<file path="src/rtl/mram_pkg.sv">
// Shared definitions for the MRAM ternary write-verify controller.
// Contents: trit encodings, response status codes, controller state
// enumeration and a helper that checks a trit encoding is legal.
package mram_pkg;

   localparam logic [1:0] TRIT_0   = 2'b00;
   localparam logic [1:0] TRIT_1   = 2'b01;
   localparam logic [1:0] TRIT_2   = 2'b10;
   localparam logic [1:0] TRIT_BAD = 2'b11;

   typedef enum logic [1:0] {
      RSP_OK         = 2'b00,
      RSP_OK_RETRIED = 2'b01,
      RSP_FAIL       = 2'b10,
      RSP_BAD_ARG    = 2'b11
   } rsp_status_t;

   typedef enum logic [2:0] {
      S_IDLE,
      S_WRITE,
      S_WAIT,
      S_SENSE,
      S_CHECK,
      S_RESP
   } state_t;

   function automatic logic trit_legal(input logic [1:0] t);
      return t != TRIT_BAD;
   endfunction

endpackage

</file>
<file path="src/rtl/mram_write_verify_ctrl_if.sv">
// Request/response bus of the write-verify controller.
// master: requester (drives req_valid/req_write/req_addr/req_trit, rsp_ready)
// slave : controller (drives req_ready, rsp_valid/rsp_trit/rsp_status/rsp_meta)
interface mram_write_verify_ctrl_if #(
   parameter int ADDR_BITS = 10
) ();

   logic                 req_valid;
   logic                 req_ready;
   logic                 req_write;
   logic [ADDR_BITS-1:0] req_addr;
   logic [1:0]           req_trit;
   logic                 rsp_valid;
   logic                 rsp_ready;
   logic [1:0]           rsp_trit;
   logic [1:0]           rsp_status;
   logic                 rsp_meta;

   modport master (
      output req_valid, req_write, req_addr, req_trit, rsp_ready,
      input  req_ready, rsp_valid, rsp_trit, rsp_status, rsp_meta
   );

   modport slave (
      input  req_valid, req_write, req_addr, req_trit, rsp_ready,
      output req_ready, rsp_valid, rsp_trit, rsp_status, rsp_meta
   );

endinterface

</file>
<file path="src/rtl/mram_sat_counter.sv">
// 8-bit saturating event counter.
// Ports: clk, rst (sync, active high), inc (count one event), count (value,
// sticks at 255).
module mram_sat_counter (
   input  logic       clk,
   input  logic       rst,
   input  logic       inc,
   output logic [7:0] count
);

   always_ff @(posedge clk) begin
      if (rst)
         count <= '0;
      else if (inc && count != 8'hFF)
         count <= count + 8'd1;
   end

endmodule

</file>
<file path="src/rtl/mram_write_verify_ctrl.sv">
// MRAM ternary-cell write-verify controller. Accepts read or write requests,
// pulses the write driver, waits for the pulse and settle time, senses the
// cell and rewrites up to MAX_RETRY times until the sensed trit matches and
// is outside the guard band.
// Ports: clk, rst (sync, active high); bus (request/response handshake);
// cell_addr/wr_en/wr_trit (write driver); sa_enable/sa_valid/sa_trit/sa_meta
// (sense amplifier); fail_count (saturating count of FAIL responses).
module mram_write_verify_ctrl
   import mram_pkg::*;
#(
   parameter int ADDR_BITS  = 10,
   parameter int MAX_RETRY  = 3,
   parameter int WR_CYC     = 3,
   parameter int SETTLE_CYC = 2,
   parameter int SA_TIMEOUT = 15
) (
   input  logic                 clk,
   input  logic                 rst,
   mram_write_verify_ctrl_if.slave bus,
   output logic [ADDR_BITS-1:0] cell_addr,
   output logic                 wr_en,
   output logic [1:0]           wr_trit,
   output logic                 sa_enable,
   input  logic                 sa_valid,
   input  logic [1:0]           sa_trit,
   input  logic                 sa_meta,
   output logic [7:0]           fail_count
);

   localparam int RETRY_W  = $clog2(MAX_RETRY + 1) + 2;
   localparam int WAIT_LEN = WR_CYC + SETTLE_CYC;
   localparam int WAIT_W   = $clog2(WAIT_LEN + 1);
   localparam int TO_W     = $clog2(SA_TIMEOUT + 1);

   state_t               state, nxt;
   logic                 is_write;
   logic [1:0]           target;
   logic [RETRY_W-1:0]   retry;
   logic [WAIT_W-1:0]    wait_cnt;
   logic [TO_W-1:0]      sense_cnt;
   logic [1:0]           cap_trit;
   logic                 cap_meta;
   logic [1:0]           rsp_trit_q;
   rsp_status_t          rsp_status_q;
   logic                 rsp_meta_q;

   logic accept, bad_arg, wait_done, sense_to, check_pass, retry_left, rsp_hs;

   assign accept     = (state == S_IDLE) && bus.req_valid;
   assign bad_arg    = bus.req_write && !trit_legal(bus.req_trit);
   assign wait_done  = wait_cnt == WAIT_W'(WAIT_LEN - 1);
   assign sense_to   = sense_cnt == TO_W'(SA_TIMEOUT - 1);
   assign check_pass = (cap_trit == target) && !cap_meta;
   assign retry_left = retry < RETRY_W'(MAX_RETRY);
   assign rsp_hs     = (state == S_RESP) && bus.rsp_ready;

   // state register
   always_ff @(posedge clk) begin
      if (rst) state <= S_IDLE;
      else     state <= nxt;
   end

   // next state
   always_comb begin
      nxt = state;
      case (state)
         S_IDLE:
            if (accept) begin
               if (!bus.req_write) nxt = S_SENSE;
               else if (bad_arg)   nxt = S_RESP;
               else                nxt = S_WRITE;
            end
         S_WRITE: nxt = S_WAIT;
         S_WAIT:  if (wait_done) nxt = S_SENSE;
         S_SENSE:
            if (sa_valid)      nxt = is_write ? S_CHECK : S_RESP;
            else if (sense_to) nxt = S_RESP;
         S_CHECK:
            if (check_pass || !retry_left) nxt = S_RESP;
            else                           nxt = S_WRITE;
         S_RESP:  if (bus.rsp_ready) nxt = S_IDLE;
         default: nxt = S_IDLE;
      endcase
   end

   // outputs decoded from state; response fields come from registers so
   // they stay frozen for as long as RESP waits on rsp_ready
   always_comb begin
      bus.req_ready = 1'b0;
      bus.rsp_valid = 1'b0;
      wr_en         = 1'b0;
      sa_enable     = 1'b0;
      case (state)
         S_IDLE:  bus.req_ready = 1'b1;
         S_WRITE: wr_en         = 1'b1;
         S_SENSE: sa_enable     = 1'b1;
         S_RESP:  bus.rsp_valid = 1'b1;
         default: ;
      endcase
   end

   assign bus.rsp_trit   = rsp_trit_q;
   assign bus.rsp_status = rsp_status_q;
   assign bus.rsp_meta   = rsp_meta_q;
   assign wr_trit        = target;

   // datapath: request latch, cycle counters, sense capture, response build
   always_ff @(posedge clk) begin
      if (rst) begin
         cell_addr    <= '0;
         is_write     <= 1'b0;
         target       <= TRIT_0;
         retry        <= '0;
         wait_cnt     <= '0;
         sense_cnt    <= '0;
         cap_trit     <= TRIT_0;
         cap_meta     <= 1'b0;
         rsp_trit_q   <= TRIT_0;
         rsp_status_q <= RSP_OK;
         rsp_meta_q   <= 1'b0;
      end else begin
         wait_cnt  <= (state == S_WAIT)  ? wait_cnt + WAIT_W'(1) : '0;
         sense_cnt <= (state == S_SENSE) ? sense_cnt + TO_W'(1)  : '0;
         case (state)
            S_IDLE:
               if (accept) begin
                  cell_addr <= bus.req_addr;
                  target    <= bus.req_trit;
                  is_write  <= bus.req_write;
                  retry     <= '0;
                  if (bad_arg) begin
                     rsp_trit_q   <= TRIT_0;
                     rsp_status_q <= RSP_BAD_ARG;
                     rsp_meta_q   <= 1'b0;
                  end
               end
            S_SENSE:
               if (sa_valid) begin
                  cap_trit <= sa_trit;
                  cap_meta <= sa_meta;
                  // reads bypass CHECK, so the response is built here
                  if (!is_write) begin
                     rsp_trit_q   <= sa_trit;
                     rsp_status_q <= RSP_OK;
                     rsp_meta_q   <= sa_meta;
                  end
               end else if (sense_to) begin
                  rsp_trit_q   <= TRIT_0;
                  rsp_status_q <= RSP_FAIL;
                  rsp_meta_q   <= 1'b0;
               end
            S_CHECK:
               if (check_pass) begin
                  rsp_trit_q   <= cap_trit;
                  rsp_status_q <= (retry == '0) ? RSP_OK : RSP_OK_RETRIED;
                  rsp_meta_q   <= 1'b0;
               end else if (retry_left) begin
                  retry <= retry + RETRY_W'(1);
               end else begin
                  rsp_trit_q   <= cap_trit;
                  rsp_status_q <= RSP_FAIL;
                  rsp_meta_q   <= cap_meta;
               end
            default: ;
         endcase
      end
   end

   mram_sat_counter u_fail_cnt (
      .clk   (clk),
      .rst   (rst),
      .inc   (rsp_hs && rsp_status_q == RSP_FAIL),
      .count (fail_count)
   );

endmodule
</file>
<file path="src/flat_wrapper.sv">
// flat-port wrapper written by rule: the top's interface ports become plain ports
module mram_write_verify_ctrl_flat import mram_pkg::*;
#(
   parameter int ADDR_BITS  = 10,
   parameter int MAX_RETRY  = 3,
   parameter int WR_CYC     = 3,
   parameter int SETTLE_CYC = 2,
   parameter int SA_TIMEOUT = 15
)
  (clk, rst, cell_addr, wr_en, wr_trit, sa_enable, sa_valid, sa_trit, sa_meta, fail_count, bus_req_valid, bus_req_write, bus_req_addr, bus_req_trit, bus_rsp_ready, bus_req_ready, bus_rsp_valid, bus_rsp_trit, bus_rsp_status, bus_rsp_meta);
  mram_write_verify_ctrl_if #(.ADDR_BITS(ADDR_BITS)) bus_i ();
  input  logic clk;
  input  logic rst;
  output logic [ADDR_BITS-1:0] cell_addr;
  output logic wr_en;
  output logic [1:0] wr_trit;
  output logic sa_enable;
  input  logic sa_valid;
  input  logic [1:0] sa_trit;
  input  logic sa_meta;
  output logic [7:0] fail_count;
  input wire logic [$bits(bus_i.req_valid)-1:0] bus_req_valid;
  input wire logic [$bits(bus_i.req_write)-1:0] bus_req_write;
  input wire logic [$bits(bus_i.req_addr)-1:0] bus_req_addr;
  input wire logic [$bits(bus_i.req_trit)-1:0] bus_req_trit;
  input wire logic [$bits(bus_i.rsp_ready)-1:0] bus_rsp_ready;
  output wire logic [$bits(bus_i.req_ready)-1:0] bus_req_ready;
  output wire logic [$bits(bus_i.rsp_valid)-1:0] bus_rsp_valid;
  output wire logic [$bits(bus_i.rsp_trit)-1:0] bus_rsp_trit;
  output wire logic [$bits(bus_i.rsp_status)-1:0] bus_rsp_status;
  output wire logic [$bits(bus_i.rsp_meta)-1:0] bus_rsp_meta;
  assign bus_i.req_valid = bus_req_valid;
  assign bus_i.req_write = bus_req_write;
  assign bus_i.req_addr = bus_req_addr;
  assign bus_i.req_trit = bus_req_trit;
  assign bus_i.rsp_ready = bus_rsp_ready;
  assign bus_req_ready = bus_i.req_ready;
  assign bus_rsp_valid = bus_i.rsp_valid;
  assign bus_rsp_trit = bus_i.rsp_trit;
  assign bus_rsp_status = bus_i.rsp_status;
  assign bus_rsp_meta = bus_i.rsp_meta;
  mram_write_verify_ctrl #(.ADDR_BITS(ADDR_BITS), .MAX_RETRY(MAX_RETRY), .WR_CYC(WR_CYC), .SETTLE_CYC(SETTLE_CYC), .SA_TIMEOUT(SA_TIMEOUT)) u_core (.clk(clk), .rst(rst), .bus(bus_i), .cell_addr(cell_addr), .wr_en(wr_en), .wr_trit(wr_trit), .sa_enable(sa_enable), .sa_valid(sa_valid), .sa_trit(sa_trit), .sa_meta(sa_meta), .fail_count(fail_count));
endmodule
</file>
<file path="config.mk">
export PLATFORM = sky130hd
export DESIGN_NAME = mram_write_verify_ctrl_flat
export DESIGN_NICKNAME = d
export VERILOG_FILES = /design/src/rtl/mram_pkg.sv /design/src/rtl/mram_write_verify_ctrl_if.sv /design/src/rtl/mram_sat_counter.sv /design/src/rtl/mram_write_verify_ctrl.sv /design/src/flat_wrapper.sv
export SDC_FILE = /design/constraint.sdc
export NUM_CORES = 1
export LEC_CHECK = 0
export BUFFER_PORTS_ARGS = -buffer_cell sky130_fd_sc_hd__buf_2
export CAP_MARGIN = 25
export CORE_UTILIZATION = 47
export DETAILED_ROUTE_END_ITERATION = 10
export PLACE_DENSITY = 0.72
export SKIP_LAST_GASP = 1
export SYNTH_ARGS = -nofsm -noshare
export SYNTH_HDL_FRONTEND = slang
export SYNTH_SLANG_ARGS = --single-unit
</file>
<file path="constraint.sdc">
create_clock -name clk -period 1.6 [get_ports clk]
set_input_delay 0.16 -clock clk [delete_from_list [all_inputs] [get_ports clk]]
set_output_delay 0.16 -clock clk [all_outputs]
set_load 0.01 [all_outputs]
</file>
==> impl_metrics.env, run 1 <==
export IMPL_insertion_delay_ps=300
export IMPL_ys_top_cells_by_area="dfxtp_1 43%, nand2_1 6.2%, a21oi_1 5.5%, ha_1 4.4%, mux2i_1 3.0%"
export IMPL_synth_top_cell_area_share_pct=43.0
export IMPL_die_h_um=67.3
export IMPL_finalCriticalPeriod_ps=1730
export IMPL_dp_hpwl_um=3510
export IMPL_synthCells=232
export IMPL_slew_headroom_pct=71.8
export IMPL_vias_per_cell=5.34
export IMPL_synth_top_cell_by_area="dfxtp_1"
export IMPL_async_reset_ff_share_pct=0
export IMPL_grt_pass1_wl_um=7950
export IMPL_drv_slew=0
export IMPL_p_switching_mw=0.824
export IMPL_drcViolationCount=0
export IMPL_critPathCapture="u_core.u_fail_cnt.count[7]"
export IMPL_cts_buffer_depth=2
export IMPL_synth_xor_area_share_pct=2.62
export IMPL_muxShareOfSynthArea_pct=4.68
export IMPL_vias=1922
export IMPL_multi_input_area_sq_um=1160
export IMPL_core_area_sq_um=4060
export IMPL_avgSynthCellArea_sq_um=8.63
export IMPL_synth_cell_type_count=45
export IMPL_crit_start="u_core.u_fail_cnt.count[0]"
export IMPL_powerDensity_nw_per_um2=1050
export IMPL_grt_max_degree=19
export IMPL_first_pass_iters=4
export IMPL_syn2layout_area_growth_pct=38.8
export IMPL_violations="setup timing"
export IMPL_ys_flop_type="dfxtp_1"
export IMPL_grt_overflow=0
export IMPL_cts_buffers=5
export IMPL_path_max_fanout=7
export IMPL_reg2reg_to="u_core.u_fail_cnt.count[7]"
export IMPL_initialDrtViolationCount=98
export IMPL_end_kind="flop"
export IMPL_port_buffers=49
export IMPL_ys_seq_elements=43
export IMPL_grt_pass1_vias=1853
export IMPL_rows=23
export IMPL_rsz0062_at_grt="yes"
export IMPL_grt_use_met1_pct=28.5
export IMPL_start_util_pct=49.4
export IMPL_switching_share_pct=28.2
export IMPL_worst_slack_ps=-134
export IMPL_seqPwrFrac_pct=41.2
export IMPL_diodes=0
export IMPL_required_ps=1830
export IMPL_use_met3_pct=6.08
export IMPL_outcome="finished, violations left"
export IMPL_most_common_layout_cells="49 x buf_2, 36 x dfxtp_1, 31 x nand2_1"
export IMPL_holdPathStages=3
export IMPL_antenna_found_initial=0
export IMPL_synth_edf_count=0
export IMPL_fin_hold_ws_ps=90.7
export IMPL_busiest_layer="met2"
export IMPL_internal_power_mw=2.10
export IMPL_synthSimpleGateAreaFrac_pct=24.0
export IMPL_seq_area_sq_um=875
export IMPL_ys_warn_count=0
export IMPL_p_comb_share_pct=24.6
export IMPL_finish_net_count=337
export IMPL_grt_usage_pct=23.3
export IMPL_grt_util_met2_pct=39.8
export IMPL_worst_pin_slew_ps=412
export IMPL_synthAdderAreaFrac_pct=4.37
export IMPL_routabilityCongestion=0.819
export IMPL_die_area_sq_um=4530
export IMPL_utilization_pct=68.5
export IMPL_pre_cts_slack_ps=-88.8
export IMPL_finalWirelength_um=5040
export IMPL_syn_nets=260
export IMPL_setup_tns_final_ps=-493
export IMPL_hp_class="primary input to flop"
export IMPL_io_pins=50
export IMPL_ys_seq_area_share_pct=43.0
export IMPL_ant_nets=0
export IMPL_max_freq_mhz=577
export IMPL_finalClockSkew_ps=5.92
export IMPL_fill_cells=353
export IMPL_vdd_drop_max_mv=0.732
export IMPL_start_kind="flop"
export IMPL_wire_per_inst_um=14.0
export IMPL_clock_sinks=43
export IMPL_finalHoldViolCount=0
export IMPL_reg2reg_from="u_core.u_fail_cnt.count[0]"
export IMPL_rrSetupSlack_ps=-130
export IMPL_drive_above_1_share_pct=39.7
export IMPL_h_tree_depth=2
export IMPL_drv_cap=0
export IMPL_synth_compound_area_share_pct=16.2
export IMPL_clockPowerShare_pct=34.3
export IMPL_syn_area_sq_um=2000
export IMPL_r2r_cells=5
export IMPL_period_share_pct=108
export IMPL_die_w_um=67.3
export IMPL_cts_tree="done"
export IMPL_crit_arrival_ps=1960
export IMPL_clk_pin_slew_worst_paths_ps=90
export IMPL_synth_top_family_by_area="simple AND/OR/NAND/NOR gates"
export IMPL_setup_violations=7
export IMPL_p_leak_nw=1.22
export IMPL_criticalPathCategory="flop to flop"
export IMPL_final_common_cell="buf_2"
export IMPL_root_buffer="clkbuf_8"
-- worst min-delay path by stage --
stage                                from             endpoint  slack [ps]
after floorplan             bus_req_write      u_core.is_write         300
after global placement    bus_req_addr[1]  u_core.cell_addr[1]         400
after detailed placement  bus_req_addr[1]  u_core.cell_addr[1]         410
after CTS                 bus_req_addr[1]  u_core.cell_addr[1]          80
after global routing      bus_req_addr[3]  u_core.cell_addr[3]          90
final                     bus_req_addr[1]  u_core.cell_addr[1]          90
-- kinds of logic (layout without fill, tap and decap cells) --
logic type | after synthesis | count (layout)
muxes | 9 | 9
xor gates and xnor gates | 6 | 6
and+or+nand+nor | 94 | 94
adders and majority gates | 7 | 7
buffers and inverters | 24 | 102
DFF | 43 | 43
AOI/OAI and AO/OA | 49 | 49
-- layer usage --
| metal | routed length (um) | part of all wire [%] | vias to the layer above |
|---|---|---|---|
| met2 | 2490 | 49 | 42 |
| met1 | 2260 | 45 | 899 |
| li1 | - | - | 976 |
| met5 | 0 | 0 | - |
| met4 | 37 | 0.73 | 0 |
| met3 | 248 | 4.9 | 5 |
-- area by class of cell --
type | count | share of cell area [%]
clock buffers | 5 | 2.48
repair buffers | 81 | 18.0
inverters | 13 | 1.76
well taps | 50 | 2.25
multi-input cells | 165 | 41.6
clock inverters | 3 | 2.43
flip-flops and latches | 43 | 31.5
-- worst max-delay path, cell delays in order (launching register included) --
cell	delay [ps]
dfxtp_4	360
ha_4	150
and3_4	170
a211o_4	360
or4_4	490
a21oi_2	130
-- registers in the layout (all words and copies together) (netlist names), 2 cells and up --
name	flops
u_core.wait_cnt	3
u_core.u_fail_cnt.count	8
u_core.cell_addr	10
u_core.cap_trit	2
u_core.state	3
u_core.bus.rsp_trit	2
u_core.sense_cnt	4
u_core.bus.rsp_status	2
u_core.retry	4
u_core.wr_trit	2
-- power groups by stage --
stage	clock (mW)	sequential, mW	combinational (mW)
2_1_floorplan	0	1.24	0.333
3_3_place_gp	0	1.22	0.641
3_5_place_dp	0	1.22	0.653
4_1_cts	1.02	1.20	0.657
5_1_grt	1.06	1.21	0.790
6_report	1.00	1.21	0.719
-- stage by stage --
stage	power [mW]	instance area, sq um	instances
final	2.93	2780	360
after global routing	3.06	2780	360
after CTS	2.87	2690	361
after detailed placement	1.88	2520	351
after global placement	1.86	2520	351
after floorplan	1.57	2020	232
-- repair_timing --
action | 4_1_cts | 5_1_grt
pin swaps | 3 | 8
setup buffers | 2 | 0
hold buffers | 0 | 0
endpoints found under the setup margin | 11 | 23
resized for setup | 4 | 24
cloned | 0 | 0
-- synth_stat cells (4+ instances only) --
master,n
nor2b_1,5
mux2i_1,6
nand3_1,5
xor2_1,4
clkbuf_1,6
a21oi_1,22
ha_1,7
nor3_1,7
or4_1,5
or3_1,4
nand2_1,33
o21ai_0,4
and3_1,4
dfxtp_1,43
buf_2,4
nor2_1,15
inv_1,13
Power figures use the tool's default switching activity.
==> run 2, diff against run 1 <==
--- a/config.mk
+++ b/config.mk
@@ -7,10 +7,12 @@
 export LEC_CHECK = 0
 export BUFFER_PORTS_ARGS = -buffer_cell sky130_fd_sc_hd__buf_2
 export CAP_MARGIN = 25
-export CORE_UTILIZATION = 47
+export CORE_UTILIZATION = 49
+export CTS_BUF_LIST = sky130_fd_sc_hd__clkbuf_8
 export DETAILED_ROUTE_END_ITERATION = 10
-export PLACE_DENSITY = 0.72
+export PLACE_DENSITY = 0.74
 export SKIP_LAST_GASP = 1
 export SYNTH_ARGS = -nofsm -noshare
 export SYNTH_HDL_FRONTEND = slang
 export SYNTH_SLANG_ARGS = --single-unit
+export TNS_END_PERCENT = 5
==> run 2 against run 1 <==
  * The flow still finishes with violations (setup timing)
  * Sequential share of layout area increased by 1.2 points
  * Highest routed layer unchanged
  * Maximum frequency shrank 0.44%
  * Flip-flop and latch count unchanged
  * Largest cell class unchanged
  * Non-clock buffer count decreased by 1
==> impl_metrics.env, run 2 (synthesis gave the netlist of run 1 again) <==
export IMPL_die_w_um=65.9
export IMPL_grt_pass1_wl_um=7500
export IMPL_rsz0062_at_grt="yes"
export IMPL_most_common_layout_cells="49 x buf_2, 41 x dfxtp_1, 33 x nand2_1"
export IMPL_antenna_found_initial=0
export IMPL_syn2layout_area_growth_pct=32.2
export IMPL_diodes=0
export IMPL_start_util_pct=52.7
export IMPL_port_buffers=49
export IMPL_clock_sinks=43
export IMPL_drive_above_1_share_pct=33.0
export IMPL_finalCriticalPeriod_ps=1740
export IMPL_setup_violations=9
export IMPL_top_regs="u_core.cell_addr: 10 flops, u_core.u_fail_cnt.count: 8 flops"
export IMPL_required_ps=1840
export IMPL_criticalPathCategory="flop to flop"
export IMPL_fill_cells=311
export IMPL_ant_nets=0
export IMPL_drcViolationCount=0
export IMPL_grt_max_degree=24
export IMPL_slew_headroom_pct=75.3
export IMPL_largest_register="u_core.cell_addr"
export IMPL_r2r_cells=5
export IMPL_max_freq_mhz=574
export IMPL_core_area_sq_um=3800
export IMPL_seq_area_sq_um=866
export IMPL_total_power_mw=2.57
export IMPL_utilization_pct=69.7
export IMPL_insertion_delay_ps=300
export IMPL_ctsHoldBuffers=0
export IMPL_die_area_sq_um=4350
export IMPL_path_max_fanout=8
export IMPL_cts_resized=0
export IMPL_initialDrtViolationCount=107
export IMPL_worst_slack_ps=-141
export IMPL_holdPathStages=3
export IMPL_finalWirelength_um=4430
export IMPL_drv_cap=0
export IMPL_vias_per_cell=5.25
export IMPL_drv_slew=0
export IMPL_dp_hpwl_um=3350
export IMPL_violations="setup timing"
export IMPL_finalClockSkew_ps=9.75
export IMPL_cts_setup_buffers=0
export IMPL_grt_usage_pct=22.5
export IMPL_root_buffer="clkbuf_8"
export IMPL_wire_per_inst_um=12.4
export IMPL_end_kind="flop"
export IMPL_cts_buffer_depth=2
export IMPL_largest_reg_flops=10
export IMPL_setup_tns_final_ps=-598
export IMPL_hp_class="primary input to flop"
export IMPL_io_pins=50
export IMPL_cts_tree="done"
export IMPL_multi_input_area_sq_um=1070
export IMPL_die_h_um=65.9
export IMPL_powerDensity_nw_per_um2=969
export IMPL_finish_net_count=336
export IMPL_final_common_cell="buf_2"
export IMPL_finalHoldViolCount=0
export IMPL_rrSetupSlack_ps=-140
export IMPL_rows=22
export IMPL_vdd_drop_max_mv=0.733
export IMPL_clk_pin_slew_worst_paths_ps=90
export IMPL_routabilityCongestion=0.883
export IMPL_p_leak_nw=1.18
export IMPL_fin_hold_ws_ps=94.0
export IMPL_start_kind="flop"
export IMPL_h_tree_depth=2
export IMPL_period_share_pct=109
export IMPL_grt_overflow=0
export IMPL_vias=1876
export IMPL_cts_buffers=5
export IMPL_outcome="finished, violations left"
export IMPL_worst_pin_slew_ps=361
export IMPL_first_pass_iters=4
export IMPL_grt_pass1_vias=1755
export IMPL_crit_arrival_ps=1980
run 2: changes by cell type in the layout (fill, tap and decap cells not counted), moves of 2 or more:
cell       before  now
nand2_1        31   33
nand2_2         2    0
dfxtp_2         5    1
bufinv_16       2    0
and3_4          3    1
or4_1           2    4
and3_1          2    4
nor3_1          5    7
dfxtp_1        36   41
or4_4           3    1
nor3_2          2    0
run 2: critical path, cell delays in order (launching register included):
cell and delay (ps):
dfxtp_4 360, ha_4 150, and3_1 190, a211o_4 360, or4_1 500, a21oi_2 130
run 2: final timing paths:
check	start	to
max	u_core.u_fail_cnt.count[0]	u_core.u_fail_cnt.count[5]
min	bus_req_addr[1]	u_core.cell_addr[1]
max reg2reg	u_core.u_fail_cnt.count[0]	u_core.u_fail_cnt.count[5]
min reg2reg	u_core.cell_addr[7]	u_core.cell_addr[7]
run 2: metrics by stage:
| step | area (sq um) | instances | setup WS (ps) |
|---|---|---|---|
| 6_report | 2650 | 357 | -141 |
| 5_1_grt | 2650 | 357 | -192 |
| 4_1_cts | 2630 | 357 | -109 |
| 3_5_place_dp | 2530 | 349 | -80.4 |
| 3_3_place_gp | 2530 | 349 | -47.0 |
| 2_1_floorplan | 2020 | 232 | -8.09 |
run 2: cell type report:
| class | count | share of cell area [%] |
|---|---|---|
| Clock buffer | 6 | 3.12 |
| Clock inverter | 2 | 0.614 |
| Inverter | 13 | 1.84 |
| Multi-Input combinational cell | 165 | 40.5 |
| Sequential cell | 43 | 32.7 |
| Tap cell | 48 | 2.27 |
| Timing Repair Buffer | 80 | 19.0 |
run 2: routing by layer:
metal  track usage, %  vias up  share of wire [%]
met5                0        -                  0
met4             7.71        0               0.23
met3             6.90        2                4.4
met2             36.7       39                 46
met1             27.8      857                 50
li1                 -      978                  -
run 2: report_power, final:
group          switching [mW]  internal, mW  total (mW)
Sequential             0.0617          1.14        1.20
Combinational           0.332         0.309       0.641
Clock                   0.367         0.352       0.719
Total                   0.762          1.80        2.57
==> run 3, diff against run 2 <==
--- a/config.mk
+++ b/config.mk
@@ -7,10 +7,10 @@
 export LEC_CHECK = 0
 export BUFFER_PORTS_ARGS = -buffer_cell sky130_fd_sc_hd__buf_2
 export CAP_MARGIN = 25
-export CORE_UTILIZATION = 49
-export CTS_BUF_LIST = sky130_fd_sc_hd__clkbuf_8
+export CORE_ASPECT_RATIO = 1.2
+export CORE_UTILIZATION = 47
 export DETAILED_ROUTE_END_ITERATION = 10
-export PLACE_DENSITY = 0.74
+export PLACE_DENSITY = 0.72
 export SKIP_LAST_GASP = 1
 export SYNTH_ARGS = -nofsm -noshare
 export SYNTH_HDL_FRONTEND = slang
==> run 3 against run 2 <==
  * The flow still finishes with violations (setup timing)
  * Design area up 0.94%
  * Count of clock-buffer cells in the layout unchanged
  * Global-route usage decreased by 1.1 points
  * Flip-flop and latch count unchanged
  * Wire length rose by 2.1%
  * First-iteration DRC count down 25%
  * Clock skew increased by 2.6 ps
  * Total power up 10%
  * Clock power increased by 37%
  * Critical path depth did not move
  * Cell count grew 1.7%
  * Via count barely moved
  * Critical endpoint unchanged
==> impl_metrics.env, run 3 (synthesis gave the netlist of run 1 again) <==
export IMPL_outcome="finished, violations left"
export IMPL_violations="setup timing"
export IMPL_finalWirelength_um=4530
export IMPL_largest_reg_flops=10
export IMPL_setup_violations=8
export IMPL_r2r_cells=5
export IMPL_cpMaxStageDelayCell="or4_4"
export IMPL_ant_nets=0
export IMPL_worst_pin_slew_ps=440
export IMPL_seqPwrFrac_pct=42.1
export IMPL_rows=25
export IMPL_final_common_cell="buf_2"
export IMPL_first_pass_iters=4
export IMPL_end_kind="flop"
export IMPL_finalClockSkew_ps=12.3
export IMPL_holdPathStages=3
export IMPL_die_h_um=73.5
export IMPL_root_buffer="clkbuf_8"
export IMPL_grt_overflow=0
export IMPL_path_max_fanout=8
export IMPL_largest_register="u_core.cell_addr"
export IMPL_vdd_drop_max_mv=0.694
export IMPL_drive_above_1_share_pct=32.4
export IMPL_port_buffers=49
export IMPL_final_area_sq_um=2670
export IMPL_cts_setup_buffers=0
export IMPL_wire_per_inst_um=12.5
export IMPL_dp_hpwl_um=3270
export IMPL_slew_headroom_pct=69.9
export IMPL_p_comb_share_pct=23.0
export IMPL_total_power_mw=2.82
export IMPL_core_area_sq_um=4000
export IMPL_use_met3_pct=4.23
export IMPL_diodes=0
export IMPL_finalHoldViolCount=0
export IMPL_seq_area_sq_um=866
export IMPL_grt_pass1_wl_um=7250
export IMPL_cts_buffers=5
export IMPL_crit_chain="ha_4, and3_1, a211o_4, or4_4, a21oi_2"
export IMPL_clock_sinks=43
export IMPL_p_switching_mw=0.753
export IMPL_antenna_found_initial=0
export IMPL_die_w_um=61.6
export IMPL_drv_slew=0
export IMPL_worst_slack_ps=-114
export IMPL_finish_net_count=336
export IMPL_max_freq_mhz=583
export IMPL_cts_tree="done"
export IMPL_period_share_pct=107
export IMPL_vias=1875
export IMPL_start_kind="flop"
export IMPL_grt_usage_pct=21.4
export IMPL_clockPowerShare_pct=34.9
export IMPL_fill_cells=386
export IMPL_syn2layout_area_growth_pct=33.5
export IMPL_finalCriticalPeriod_ps=1710
export IMPL_die_area_sq_um=4530
export IMPL_powerDensity_nw_per_um2=1060
export IMPL_grt_util_met2_pct=39.4
export IMPL_grt_pass1_vias=1709
export IMPL_start_util_pct=50.0
export IMPL_multi_input_area_sq_um=1070
export IMPL_switching_share_pct=26.7
export IMPL_criticalPathCategory="flop to flop"
export IMPL_initialDrtViolationCount=80
export IMPL_io_pins=50
export IMPL_grt_max_degree=22
export IMPL_internal_power_mw=2.07
export IMPL_drv_cap=0
export IMPL_grt_use_met1_pct=24.3
export IMPL_dpl_cell_area_sq_um=2520
export IMPL_top_regs="u_core.cell_addr: 10 flops, u_core.u_fail_cnt.count: 8 flops"
export IMPL_clk_pin_slew_worst_paths_ps=90
export IMPL_p_leak_nw=1.20
export IMPL_busiest_layer="met2"
export IMPL_cts_buffer_depth=2
export IMPL_slowest_delay_ps=490
export IMPL_vias_per_cell=5.17
export IMPL_hp_class="primary input to flop"
export IMPL_rsz0062_at_grt="yes"
export IMPL_routabilityCongestion=0.849
export IMPL_insertion_delay_ps=290
export IMPL_required_ps=1830
export IMPL_most_common_layout_cells="49 x buf_2, 41 x dfxtp_1, 33 x nand2_1"
export IMPL_crit_arrival_ps=1950
export IMPL_drcViolationCount=0
export IMPL_h_tree_depth=2
run 3: cell types whose count changed in the layout (fill, tap and decap cells not counted), sizes merged:
| cell | delta |
|---|---|
| clkinvlp | -1 |
| bufinv | +2 |
| clkinv | -1 |
run 3: final cells by class:
cell class                      instances  share of cell area, %
Inverter                               13                   1.82
Clock buffer                            6                   2.71
Clock inverter                          2                   2.25
Tap cell                               54                   2.53
Sequential cell                        43                   32.4
Multi-Input combinational cell        165                   40.0
Timing Repair Buffer                   80                   18.3
run 3: timing repair:
action	4_1_cts	5_1_grt
gates resized for setup	0	4
hold buffers	0	0
cloned	0	0
pin swaps	0	1
setup endpoints to repair	8	23
run 3: layer usage:
| layer | up-vias | part of all wire, % | wire, um |
|---|---|---|---|
| met5 | - | 0 | 0 |
| met4 | 0 | 0.86 | 39 |
| met3 | 4 | 3.0 | 138 |
| met2 | 37 | 51 | 2290 |
| met1 | 869 | 46 | 2060 |
| li1 | 965 | - | - |
run 3: worst max-delay path, delay by kind of cell, from the launching register on:
family | cells | cell delay (ps)
adder cells (fa/ha/maj) | 1 | 150
AO/OA/AOI/OAI | 2 | 480
flip-flops | 1 | 360
AND/OR/NAND/NOR | 2 | 670
run 3: path summary, 6_finish.rpt:
check,slack [ps],to,startpoint
worst max-delay path,-110,u_core.u_fail_cnt.count[5],u_core.u_fail_cnt.count[0]
worst min-delay path,100,u_core.cell_addr[5],bus_req_addr[5]
worst min register to register,450,u_core.is_write,u_core.is_write
worst max register to register,-110,u_core.u_fail_cnt.count[5],u_core.u_fail_cnt.count[0]
run 3: power groups by stage:
stage	Sequential, mW	Combinational, mW	Clock (mW)
finish	1.19	0.650	0.986
detailed placement	1.21	0.647	0
floorplan	1.24	0.333	0
global route	1.20	0.714	1.06
global placement	1.21	0.639	0
CTS	1.19	0.652	1.01
run 3: metrics by stage:
stage	hold slack, ps	TNS, ps	cells	setup slack [ps]	util [%]
2_1_floorplan	296	-16.1	232	-8.09	-
3_3_place_gp	402	-191	355	-57.0	63.1
3_5_place_dp	406	-345	355	-84.8	63.1
4_1_cts	92.6	-486	363	-108	66.4
5_1_grt	95.8	-1530	363	-175	66.8
6_report	99.9	-442	363	-114	66.8
